File: src/rtl/rtc_bus_pkg.sv
// Shared types and constants for the multiplexed-bus RTC reader: sequencer
// and bus-phase enums, register map, and the packed bus-control word.
package rtc_bus_pkg;

    typedef enum logic [2:0] {
        IDLE,
        LATCH,
        READ,
        DONE,
        WAIT
    } seq_state_t;

    typedef enum logic [1:0] {
        ADR,
        GAP1,
        DAT,
        GAP2
    } bus_phase_t;

    localparam int NUM_REGS = 6;

    // Time/date registers in snapshot order: sec, min, hour, day, mon, year
    localparam logic [7:0] REG_ADDR [NUM_REGS] = '{8'h21, 8'h22, 8'h23, 8'h24, 8'h25, 8'h26};
    localparam logic [7:0] ADDR_LATCH = 8'hF0;

    typedef struct packed {
        logic cs_n;
        logic ad_sel;
        logic rd_n;
        logic wr_n;
    } bus_ctrl_t;

    localparam bus_ctrl_t BUS_IDLE   = '{cs_n: 1'b1, ad_sel: 1'b1, rd_n: 1'b1, wr_n: 1'b1};
    localparam bus_ctrl_t BUS_ADR_WR = '{cs_n: 1'b0, ad_sel: 1'b0, rd_n: 1'b1, wr_n: 1'b0};
    localparam bus_ctrl_t BUS_DAT_WR = '{cs_n: 1'b0, ad_sel: 1'b1, rd_n: 1'b1, wr_n: 1'b0};
    localparam bus_ctrl_t BUS_DAT_RD = '{cs_n: 1'b0, ad_sel: 1'b1, rd_n: 1'b0, wr_n: 1'b1};

endpackage

File: src/rtl/rtc_bus_cycle.sv
// Runs one RTC bus transaction (ADR, GAP1, DAT, GAP2 of PHASE_CYC cycles each).
// A start accepted on the last GAP2 cycle chains the next transaction with no idle gap.
module rtc_bus_cycle
    import rtc_bus_pkg::*;
#(
    parameter int unsigned PHASE_CYC = 4
) (
    input  logic       clk,
    input  logic       reset,
    input  logic       start,
    input  logic       rw,
    input  logic [7:0] addr,
    input  logic [7:0] wdata,
    input  logic [7:0] ad_in,
    output bus_ctrl_t  bus,
    output logic [7:0] ad_out,
    output logic       ad_oe,
    output logic       done,
    output logic [7:0] rdata,
    output logic       rdata_vld
);

    localparam int unsigned CW = $clog2(PHASE_CYC);
    localparam logic [CW-1:0] CNT_LAST = CW'(PHASE_CYC - 1);

    logic          active, nxt_active;
    bus_phase_t    phase, nxt_phase;
    logic [CW-1:0] cnt, nxt_cnt;
    logic          cur_rw, nxt_rw;
    logic [7:0]    cur_addr, nxt_addr;
    logic [7:0]    cur_wdata, nxt_wdata;
    logic          last, accept, sample;

    always_comb begin
        last       = (cnt == CNT_LAST);
        accept     = start && (!active || (phase == GAP2 && last));
        sample     = active && (phase == DAT) && last && cur_rw;
        nxt_active = active;
        nxt_phase  = phase;
        nxt_cnt    = cnt;
        nxt_rw     = cur_rw;
        nxt_addr   = cur_addr;
        nxt_wdata  = cur_wdata;
        if (active) begin
            nxt_cnt = last ? '0 : cnt + 1'b1;
        end
        if (accept) begin
            nxt_active = 1'b1;
            nxt_phase  = ADR;
            nxt_cnt    = '0;
            nxt_rw     = rw;
            nxt_addr   = addr;
            nxt_wdata  = wdata;
        end else if (active && last) begin
            unique case (phase)
                ADR:     nxt_phase = GAP1;
                GAP1:    nxt_phase = DAT;
                DAT:     nxt_phase = GAP2;
                GAP2:    nxt_active = 1'b0;
                default: nxt_active = 1'b0;
            endcase
        end
    end

    // Bus outputs are decoded from the next phase so they change on the same
    // edge as the phase register.
    always_ff @(posedge clk) begin
        if (reset) begin
            active    <= 1'b0;
            phase     <= ADR;
            cnt       <= '0;
            cur_rw    <= 1'b0;
            cur_addr  <= '0;
            cur_wdata <= '0;
            bus       <= BUS_IDLE;
            ad_out    <= '0;
            ad_oe     <= 1'b0;
            done      <= 1'b0;
            rdata     <= '0;
            rdata_vld <= 1'b0;
        end else begin
            active    <= nxt_active;
            phase     <= nxt_phase;
            cnt       <= nxt_cnt;
            cur_rw    <= nxt_rw;
            cur_addr  <= nxt_addr;
            cur_wdata <= nxt_wdata;
            done      <= nxt_active && (nxt_phase == GAP2) && (nxt_cnt == CNT_LAST);
            rdata_vld <= sample;
            if (sample) begin
                rdata <= ad_in;
            end
            bus   <= BUS_IDLE;
            ad_oe <= 1'b0;
            if (nxt_active) begin
                unique case (nxt_phase)
                    ADR: begin
                        bus    <= BUS_ADR_WR;
                        ad_oe  <= 1'b1;
                        ad_out <= nxt_addr;
                    end
                    GAP1: ad_oe <= 1'b1;
                    DAT: begin
                        if (nxt_rw) begin
                            bus <= BUS_DAT_RD;
                        end else begin
                            bus    <= BUS_DAT_WR;
                            ad_oe  <= 1'b1;
                            ad_out <= nxt_wdata;
                        end
                    end
                    default: ;
                endcase
            end
        end
    end

endmodule

File: src/rtl/rtc_time_reader.sv
// Periodic RTC time/date reader: latch command, six BCD register reads,
// then an atomic snapshot update followed by a refresh wait.
module rtc_time_reader
    import rtc_bus_pkg::*;
#(
    parameter int unsigned PHASE_CYC   = 4,
    parameter int unsigned REFRESH_CYC = 100000,
    parameter logic [7:0]  LATCH_ADDR  = ADDR_LATCH,
    parameter logic [7:0]  BASE_ADDR   = REG_ADDR[0]
) (
    input  logic       clk,
    input  logic       reset,
    input  logic       init_done,
    input  logic       hold,
    output logic       cs_n,
    output logic       ad_sel,
    output logic       rd_n,
    output logic       wr_n,
    output logic [7:0] ad_out,
    output logic       ad_oe,
    input  logic [7:0] ad_in,
    output logic [7:0] sec,
    output logic [7:0] min,
    output logic [7:0] hour,
    output logic [7:0] day,
    output logic [7:0] mon,
    output logic [7:0] year,
    output logic       data_valid,
    output logic       busy
);

    localparam int unsigned RW = (REFRESH_CYC > 1) ? $clog2(REFRESH_CYC) : 1;
    // DONE and IDLE each take one cycle of the refresh gap, so WAIT covers the rest.
    localparam int unsigned WAIT_LAST = (REFRESH_CYC > 3) ? REFRESH_CYC - 3 : 0;
    localparam logic [RW-1:0] WAIT_TC = RW'(WAIT_LAST);

    seq_state_t state, nxt_state;
    logic [2:0]    idx;
    logic [RW-1:0] rcnt;
    logic [7:0]    shadow [NUM_REGS];
    logic          hold_seen;
    logic          last_read;
    logic          start, rw;
    logic [7:0]    addr;
    bus_ctrl_t     bus;
    logic          bus_done;
    logic [7:0]    rdata;
    logic          rdata_vld;

    rtc_bus_cycle #(
        .PHASE_CYC(PHASE_CYC)
    ) u_bus (
        .clk      (clk),
        .reset    (reset),
        .start    (start),
        .rw       (rw),
        .addr     (addr),
        .wdata    (8'h00),
        .ad_in    (ad_in),
        .bus      (bus),
        .ad_out   (ad_out),
        .ad_oe    (ad_oe),
        .done     (bus_done),
        .rdata    (rdata),
        .rdata_vld(rdata_vld)
    );

    assign cs_n   = bus.cs_n;
    assign ad_sel = bus.ad_sel;
    assign rd_n   = bus.rd_n;
    assign wr_n   = bus.wr_n;

    always_comb begin
        nxt_state = state;
        start     = 1'b0;
        rw        = 1'b1;
        addr      = LATCH_ADDR;
        last_read = (idx == 3'(NUM_REGS - 1));
        unique case (state)
            IDLE: begin
                if (init_done && !hold) begin
                    nxt_state = LATCH;
                    start     = 1'b1;
                    rw        = 1'b0;
                end
            end
            LATCH: begin
                if (bus_done) begin
                    nxt_state = READ;
                    start     = 1'b1;
                    addr      = BASE_ADDR;
                end
            end
            READ: begin
                if (bus_done) begin
                    if (last_read) begin
                        nxt_state = DONE;
                    end else begin
                        start = 1'b1;
                        addr  = BASE_ADDR + {5'd0, idx} + 8'd1;
                    end
                end
            end
            DONE: nxt_state = WAIT;
            WAIT: begin
                if (rcnt == WAIT_TC) begin
                    nxt_state = IDLE;
                end
            end
            default: nxt_state = IDLE;
        endcase
    end

    always_ff @(posedge clk) begin
        if (reset) begin
            state      <= IDLE;
            idx        <= '0;
            rcnt       <= '0;
            hold_seen  <= 1'b0;
            busy       <= 1'b0;
            data_valid <= 1'b0;
            sec        <= '0;
            min        <= '0;
            hour       <= '0;
            day        <= '0;
            mon        <= '0;
            year       <= '0;
            for (int i = 0; i < NUM_REGS; i++) begin
                shadow[i] <= '0;
            end
        end else begin
            state      <= nxt_state;
            busy       <= (nxt_state == LATCH) || (nxt_state == READ);
            data_valid <= 1'b0;

            // Any hold seen during the burst discards its results at DONE.
            if (state == IDLE && nxt_state == LATCH) begin
                hold_seen <= 1'b0;
            end else if ((state == LATCH || state == READ) && hold) begin
                hold_seen <= 1'b1;
            end

            if (state == LATCH && bus_done) begin
                idx <= '0;
            end else if (state == READ && bus_done && !last_read) begin
                idx <= idx + 3'd1;
            end

            if (state == READ && rdata_vld) begin
                shadow[idx] <= rdata;
            end

            if (state == READ && nxt_state == DONE && !hold_seen && !hold) begin
                sec        <= shadow[0];
                min        <= shadow[1];
                hour       <= shadow[2];
                day        <= shadow[3];
                mon        <= shadow[4];
                year       <= shadow[5];
                data_valid <= 1'b1;
            end

            if (state == DONE) begin
                rcnt <= '0;
            end else if (state == WAIT && rcnt != WAIT_TC) begin
                rcnt <= rcnt + 1'b1;
            end
        end
    end

endmodule

File: config.mk
export PLATFORM = sky130hd
export DESIGN_NAME = rtc_time_reader
export DESIGN_NICKNAME = d
export VERILOG_FILES = /design/src/rtl/rtc_bus_pkg.sv /design/src/rtl/rtc_bus_cycle.sv /design/src/rtl/rtc_time_reader.sv
export SDC_FILE = /design/constraint.sdc
export NUM_CORES = 1
export LEC_CHECK = 0
export BUFFER_PORTS_ARGS = -buffer_cell sky130_fd_sc_hd__buf_2
export CAP_MARGIN = 10
export CORE_MARGIN = 2
export CORE_UTILIZATION = 51
export CTS_CLUSTER_DIAMETER = 80
export DETAILED_ROUTE_END_ITERATION = 6
export PLACE_DENSITY = 0.71
export SLEW_MARGIN = 20
export SYNTH_ARGS = -nofsm -noshare
export SYNTH_HDL_FRONTEND = slang
export SYNTH_SLANG_ARGS = --single-unit
File: constraint.sdc
create_clock -name clk -period 5.2 [get_ports clk]
set_input_delay 1.04 -clock clk [delete_from_list [all_inputs] [get_ports clk]]
set_output_delay 1.04 -clock clk [all_outputs]
set_load 0.02 [all_outputs]
==> reports/results.tsv <==
metric	value	unit
status	completed	
cp-start-kind	primary input	
diodes	0	
finalCriticalPeriod	2.56	ns
async_flop_share	0	%
reg2reg_depth	4	
hold_viol	0	
hpwl	8620	µm
r2r-end	shadow[0][1]	
maxCapViolCount	0	
grt_max_degree	85	
hold_end	sec[0]	
synth_seq_cells	167	
post_cts_buffers	0	
start_util	51.8	%
first_global_vias	4641	
hold_depth	2	
r2r_start	state[1]	
tritoncts	yes	
grt_usage	20.4	%
multi_input_area	2430	µm²
finalWeightedCongestion	0.806	
fin_crit_sh	49.1	%
gr-total-overflow	0	
cts.sinks	167	
root_buffer	clkbuf_16	
synth-main-ff-cell	dfxtp_1	
cts-resized-gates	0	
wl_per_cell	14.0	µm
synth-edff-count	48	
synth_fp_nets	700	
area_growth	14.8	%
drt-pass1-iter-count	6	
post-place-ws	2.23	ns
worstSetupPathType	in2reg	
peakVddDrop	0.227	mV
fillCellCount	1126	
grt_first_pass_wirelength	21700	µm
leakagePower	2.92	nW
worst_pin_slew	0.834	ns
final_nets	756	
yosysUniqueCellTypes	57	
register_area	3820	µm²
clock_skew	0.00884	ns
arrival	2.65	ns
dieWidth	117	µm
dieArea	13600	µm²
drive_gt1_share	15.6	%
cp_max_fo	84	
fp-row-count	41	
wl	12900	µm
ctsHoldBuffers	0	
cts_htree_levels	4	
whs	0.451	ns
worst_slack	2.64	ns
synth_area	6490	µm²
end_kind	flip-flop	
io_pins	75	
clkLatencyLatePin	0.43	ns
ys_warn_count	0	
final-setup-viol-count	0	
clockBufferDepth	2	
totalPowerFinal	2.55	mW
drt-initial-drc-count	282	
reg2reg_slack	2.70	ns
numCtsBuffers	17	
die_h	117	µm
power.density	343	nW/µm²
hp-start	sec[0]	
required	5.30	ns
via_per_inst	5.22	
clk_pin_slew	0.06	ns
rsz0062_at_grt	false	
relSlewSlack	44.4	%
coreArea	12500	µm²
yosysSeqAreaShare	58.9	%
postRouteAntennaNets	0	
slew_viol_final	0	
io_buffers	74	
via_count	4817	
drcViolationCount	0	
antenna_found_initial	0	
synth_cells	682	
hp-class	reg2reg	
layout.cells.most_common	nand2_1	
syn-mean-instance-area	9.51	µm²
fin_setup_tns	0	ns
max_freq	391	MHz
final_cell_mix	nand2_1 (135), dfxtp_1 (119), nor2_1 (95), buf_2 (74), a21oi_1 (68)	
-- stage by stage --
stage | instance area [µm²] | instances | utilization [%]
after detailed placement | 6930 | 891 | 55.3
after global routing | 7440 | 923 | 59.5
final | 7440 | 923 | 59.5
after global placement | 6930 | 891 | 55.3
after CTS | 7440 | 923 | 59.5
after floorplan | 6490 | 682 | -
-- worst max path at each step --
stage              from         endpoint  slack, ns  depth (start not counted)
2_1_floorplan      hold  u_bus.ad_out[0]       2.79                          6
3_3_place_gp      reset     shadow[3][4]       2.37                          5
3_5_place_dp      reset     shadow[3][7]       2.23                          5
4_1_cts           reset     shadow[3][4]       2.66                          5
5_1_grt        state[1]     shadow[0][7]       2.48                          4
6_report          reset     shadow[3][4]       2.64                          5
-- worst max-delay path, cell delays in order --
cell and delay (ns):
buf_2 0.10, buf_4 0.33, nor3_1 0.39, nand4_1 0.35, nand2_1 0.39
-- layout make-up --
cell class / count / share of cell area, %
Sequential cell: 167 / 51.4
Inverter: 15 / 0.756
Tap cell: 172 / 2.89
Multi-Input combinational cell: 459 / 32.7
Clock inverter: 13 / 1.13
Clock buffer: 19 / 5.82
Timing Repair Buffer: 78 / 5.38
-- synth_stat cells, drive strengths merged, types with 2 or more instances --
| master | n | area share (%) |
|---|---|---|
| o22ai | 5 | 0.48 |
| edfxtp | 48 | 22 |
| nor4bb | 2 | 0.31 |
| nor2 | 96 | 5.7 |
| nand2b | 7 | 0.67 |
| clkbuf | 30 | 1.7 |
| nand3b | 5 | 0.77 |
| inv | 15 | 0.87 |
| nor4 | 3 | 0.39 |
| ha | 6 | 1.2 |
| xor2 | 9 | 1.2 |
| a31oi | 2 | 0.19 |
| or3b | 2 | 0.31 |
| a21oi | 69 | 5.5 |
| nor3 | 13 | 1.0 |
| o31ai | 2 | 0.31 |
| o21a | 8 | 0.93 |
| nand4 | 8 | 0.77 |
| a21o | 2 | 0.23 |
| nand3 | 14 | 1.1 |
| buf | 11 | 1.1 |
| nor4b | 2 | 0.27 |
| and3 | 7 | 0.67 |
| a211oi | 6 | 0.89 |
| mux2i | 11 | 1.7 |
| and2 | 4 | 0.39 |
| nand2 | 135 | 7.8 |
| o21ai | 15 | 1.2 |
| nor2b | 2 | 0.19 |
| xnor2 | 10 | 1.3 |
| dfxtp | 119 | 37 |
-- registers in the layout, summed over array words and instances, names as in the netlist, 2 cells and up --
| register | cells |
|---|---|
| u_bus.cur_addr | 8 |
| sec | 8 |
| u_bus.cur_wdata | 8 |
| u_bus.bus | 4 |
| rcnt | 17 |
| mon | 8 |
| year | 8 |
| min | 8 |
| shadow | 48 |
| state | 3 |
| u_bus.rdata | 8 |
| u_bus.phase | 2 |
| u_bus.cnt | 2 |
| day | 8 |
| u_bus.ad_out | 8 |
| hour | 8 |
| idx | 3 |
-- metal layers --
layer / part of all wire, % / GRT usage (%)
met1: 44 / 25.2
met4: 2.3 / 10.4
met5: 0 / 0
met3: 5.6 / 5.61
met2: 48 / 32.8
-- power breakdown --
part / switching, mW / internal [mW]
clock network: 0.494 / 0.605
registers: 0.0141 / 1.36
logic: 0.0544 / 0.0251
-- logic make-up after synthesis --
| family | Yosys count | synth area share [%] |
|---|---|---|
| compound gates | 117 | 10.8 |
| xor+xnor | 19 | 2.57 |
| fa+ha+maj | 6 | 1.16 |
| buf+inv | 56 | 3.66 |
| flops | 167 | 58.9 |
| mux | 11 | 1.70 |
| simple gates | 306 | 21.1 |
No activity file was read; power rests on OpenSTA's default activity.
